[config.mk]
export PLATFORM = sky130hd
export DESIGN_NAME = bcd_counter_n
export DESIGN_NICKNAME = d
export VERILOG_FILES = /design/src/rtl/bcd_counter_n.sv
export SDC_FILE = /design/constraint.sdc
export NUM_CORES = 1
export LEC_CHECK = 0
export CAP_MARGIN = 0
export CORE_ASPECT_RATIO = 1.1
export CORE_MARGIN = 3
export CORE_UTILIZATION = 53
export DETAILED_ROUTE_END_ITERATION = 7
export PLACE_DENSITY = 0.85
export SETUP_SLACK_MARGIN = 0.5
export SLEW_MARGIN = 20
export SYNTH_ARGS = -nofsm -noshare
export SYNTH_HDL_FRONTEND = slang
export SYNTH_SLANG_ARGS = --single-unit
[constraint.sdc]
create_clock -name clk -period 6 [get_ports clk]
set_clock_uncertainty 0.05 [all_clocks]
set_input_delay 1.5 -clock clk [delete_from_list [all_inputs] [get_ports clk]]
set_output_delay 1.5 -clock clk [all_outputs]
set_load 0.01 [all_outputs]
[src/rtl/bcd_counter_n.sv]
// Multi-decade BCD up/down counter with clear, validated load, and wrap/saturate boundary.
// Each decade is a small stepping cell; a combinational carry/borrow chain links the cells.

module bcd_digit (
   input  logic       up,
   input  logic       step,
   input  logic [3:0] d,
   output logic [3:0] nxt,
   output logic       carry
);
   logic at_edge;

   // A decade passes the step on when it sits at its turnover value.
   assign at_edge = up ? (d == 4'd9) : (d == 4'd0);
   assign carry   = step & at_edge;

   always_comb begin
      nxt = d;
      if (step) begin
         if (up) nxt = at_edge ? 4'd0 : d + 4'd1;
         else    nxt = at_edge ? 4'd9 : d - 4'd1;
      end
   end
endmodule

module bcd_counter_n #(
   parameter int DIGITS   = 4,
   parameter int SATURATE = 0
) (
   input  logic                  clk,
   input  logic                  rst_n,
   input  logic                  clr,
   input  logic                  load,
   input  logic [4*DIGITS-1:0]   load_val,
   input  logic                  en,
   input  logic                  dir,
   output logic [4*DIGITS-1:0]   bcd,
   output logic                  wrap,
   output logic                  load_err,
   output logic                  at_min,
   output logic                  at_max
);
   localparam int W = 4 * DIGITS;

   logic [DIGITS:0]   chain;
   logic [W-1:0]      stepped;
   logic [DIGITS-1:0] digit_ok;
   logic [DIGITS-1:0] digit_nine;
   logic              boundary;
   logic              load_ok;
   logic [W-1:0]      bcd_nxt;
   logic              wrap_nxt;
   logic              err_nxt;

   assign chain[0] = 1'b1;

   genvar i;
   generate
      for (i = 0; i < DIGITS; i++) begin : g_dig
         bcd_digit u_dig (
            .up    (dir),
            .step  (chain[i]),
            .d     (bcd[4*i +: 4]),
            .nxt   (stepped[4*i +: 4]),
            .carry (chain[i+1])
         );
         assign digit_ok[i]   = (load_val[4*i +: 4] <= 4'd9);
         assign digit_nine[i] = (bcd[4*i +: 4] == 4'd9);
      end
   endgenerate

   // Carry out of the top decade means the whole count sat at its boundary.
   assign boundary = chain[DIGITS];
   assign load_ok  = &digit_ok;
   assign at_min   = (bcd == '0);
   assign at_max   = &digit_nine;

   always_comb begin
      bcd_nxt  = bcd;
      wrap_nxt = 1'b0;
      err_nxt  = 1'b0;
      if (clr) begin
         bcd_nxt = '0;
      end else if (load) begin
         if (load_ok) bcd_nxt = load_val;
         else         err_nxt = 1'b1;
      end else if (en) begin
         wrap_nxt = boundary;
         // Wrapping falls out of the chain naturally; saturation just refuses the step.
         if (!((SATURATE != 0) && boundary)) bcd_nxt = stepped;
      end
   end

   always_ff @(posedge clk or negedge rst_n) begin
      if (!rst_n) begin
         bcd      <= '0;
         wrap     <= 1'b0;
         load_err <= 1'b0;
      end else begin
         bcd      <= bcd_nxt;
         wrap     <= wrap_nxt;
         load_err <= err_nxt;
      end
   end
endmodule

==> metrics.txt <==
Critical Path Start Type=register; Pint=0.323 mW; combinational share of power=0.508; IO Pins=42; slew margin rel.=0.421; Switching Power=0.218 mW; pin count of the biggest net entering global routing=21; Rows=20; die area=3880 µm²; final net count=263; CTS Root Cell=clkbuf_4; All-Layer GR Usage=0.240; vias per cell=6.26; WL final=4420 µm; n_diodes=0; Fmax=255 MHz; Port Buffers=41; yosys synthesis warning count=0; Final Setup Violations=0; total power=0.541 mW; Clock Path Buffers=2; total core area=2900 µm²; leak pwr=0.883 nW; sw frac=0.404; worst reg2reg path depth=6; Non-Filler Instances=261; Pre-Repair DR Iteration Count=4; Setup CP Type=register to primary output; CTS Buf Count=3; mapped cell area=1680 µm²; first-pass GRT wire length=7330 µm; final hold vios=0; Worst setup EP type=primary output; Inst Count DP=257; PostCTS Resize Cnt=0; CTS tree=yes; Area Growth Syn to Fin=26.2%; Post-synth EDFFs=0; setup TNS=0 ns; clk slew on worst S/H paths=0.11 ns; dpl hpwl=3320 µm; RSZ-0062 raised after global routing=false; worst-skew pair later-pin latency=0.29 ns; post-synth cell types=56; # hold bufs at CTS=0; CTS H-tree depth=1; WL per Instance=16.9 µm; fin. max-slew vios=0; DR iter-0 viols=130; share of cells above drive strength 1=0.0965; DIE WIDTH=59.6 µm; critical hold path startpoint=bcd[1]$_DFFE_PN0P_; Crit path required time=4.45 ns; reg2reg start=bcd[8]$_DFFE_PN0P_; die height=65.0 µm; FF/Latch Area=450 µm²; vias in the first global route=1592; Multi-input gate area=1140 µm²; Post-synth ARST share=1.00; flop and latch count out of synthesis=18; hold slack=0.559 ns; maximum vdd ir drop=0.196 mV; Post-Synthesis Cells=192; post-CTS setup buffers=0; crit-path max FO=7; Top FF cell, synth=dfrtp_1; RR Endpoint=bcd[15]$_DFFE_PN0P_; R2R setup slack=3.61 ns; Critical Path AT=2.37 ns; hold endpoint=bcd[1]$_DFFE_PN0P_; hold crit path type=register to register; Post-Syn Nets=226; pwr dens=256 nW/µm²; starting density of the core=0.578; Avg Cell Area, Syn=8.73 µm²; # fillers=220; gr ovfl total=0; crit path time final=3.92 ns; Hold Crit Depth=2; GP Congestion=0.952; DRC violations left=0; routed vias=1635; Flop pwr share=0.350; part of the Yosys area used for sequential elements=0.269; Worst Tran Pin Value=0.866 ns; clock sink count=18; max-cap violations=0; Tcrit/Tclk final=0.653; Final ANT Viol Nets=0; initial antenna violation count=0; outcome=complete, no violations; Clk pwr share=0.142
## synth_stat cells, types with 2 or more instances
master,instances,share of area
nand2b_1,7,0.026
clkbuf_1,4,0.0090
mux2_2,3,0.020
inv_1,8,0.018
mux2i_1,5,0.030
mux2_4,2,0.018
buf_2,2,0.0060
nand3_1,3,0.0090
a21oi_1,9,0.027
a221oi_1,2,0.010
a31oi_1,7,0.026
ha_1,12,0.090
o21ai_0,12,0.036
a21o_1,2,0.0090
nand2_1,17,0.038
o221ai_1,2,0.010
a22o_1,3,0.016
nor3_1,4,0.012
dfrtp_1,18,0.27
buf_6,2,0.013
xnor2_1,2,0.010
a41oi_1,2,0.010
nor4_1,3,0.011
nor2b_1,5,0.019
a22oi_1,7,0.031
nor2_1,17,0.038
xor2_1,2,0.010
nand4_1,2,0.0075
## power groups by stage
stage	clock, mW	combinational, mW	sequential [mW]
final	0.0767	0.275	0.189
after CTS	0.0789	0.273	0.188
after global routing	0.0849	0.305	0.194
after floorplan	0	0.176	0.186
after global placement	0	0.263	0.188
after detailed placement	0	0.271	0.190
## flip-flops by register name (all words and copies together) (netlist names)
name / cells
load_err: 1
bcd: 16
wrap: 1
## layer usage
| metal | vias up | track usage | share of wire |
|---|---|---|---|
| li1 | 783 | - | - |
| met1 | 775 | 0.322 | 0.43 |
| met2 | 71 | 0.408 | 0.51 |
| met3 | 6 | 0.0239 | 0.053 |
| met4 | 0 | 0.0582 | 0.011 |
| met5 | - | 0 | 0 |
## stage by stage
| step | worst slack (ns) | area, µm² | utilization |
|---|---|---|---|
| after floorplan | 3.00 | 1680 | - |
| after global placement | 2.10 | 2080 | 0.716 |
| after detailed placement | 2.01 | 2080 | 0.716 |
| after CTS | 2.07 | 2110 | 0.728 |
| after global routing | 1.93 | 2120 | 0.729 |
| final | 2.08 | 2120 | 0.729 |
## worst max-delay path by stage
stage | slack (ns) | endpoint | cells past startpoint | startpoint
after floorplan | 3.00 | at_min | 4 | bcd[8]$_DFFE_PN0P_
after global placement | 2.10 | bcd[14]$_DFFE_PN0P_ | 6 | dir
after detailed placement | 2.01 | bcd[11]$_DFFE_PN0P_ | 6 | dir
after CTS | 2.07 | at_min | 5 | bcd[9]$_DFFE_PN0P_
after global routing | 1.93 | at_min | 5 | bcd[9]$_DFFE_PN0P_
final | 2.08 | at_min | 5 | bcd[8]$_DFFE_PN0P_
## final cells by class
type                    instances  area share
repair buffers                 42       0.198
inverters                       8      0.0142
clock buffers                   4      0.0171
flip-flops and latches         18       0.213
multi-input cells             156       0.539
well taps                      33      0.0195
## placed cells by master (no fill, tap or decap), types with 3 or more instances in the layout
master and instances:
a21oi_1 9, a22o_1 3, a22oi_1 7, a31oi_1 7, clkbuf_4 3, clkdlybuf4s50_1 41, dfrtp_1 18, ha_1 12
inv_1 8, mux2_2 3, mux2i_1 5, nand2_1 17, nand2b_1 7, nand3_1 3, nor2_1 17, nor2b_1 4
nor3_1 4, nor4_1 3, o21ai_0 12
## critical path: stages, from the launching register on
cell	delay (ns)
dfrtp_1	0.48
inv_1	0.14
ha_1	0.22
or3b_4	0.43
nor3_1	0.23
clkdlybuf4s50_1	0.57
## logic make-up (layout without fill, tap and decap cells)
logic type	count (synthesis)	in the layout	synth area share
xor+xnor	4	4	0.0209
buf+inv	18	54	0.0530
flops	18	18	0.269
simple gates	69	69	0.217
mux	10	10	0.0679
fa+ha+maj	12	12	0.0895
compound gates	61	61	0.283
Note: power is estimated with default switching activity, not from simulation.
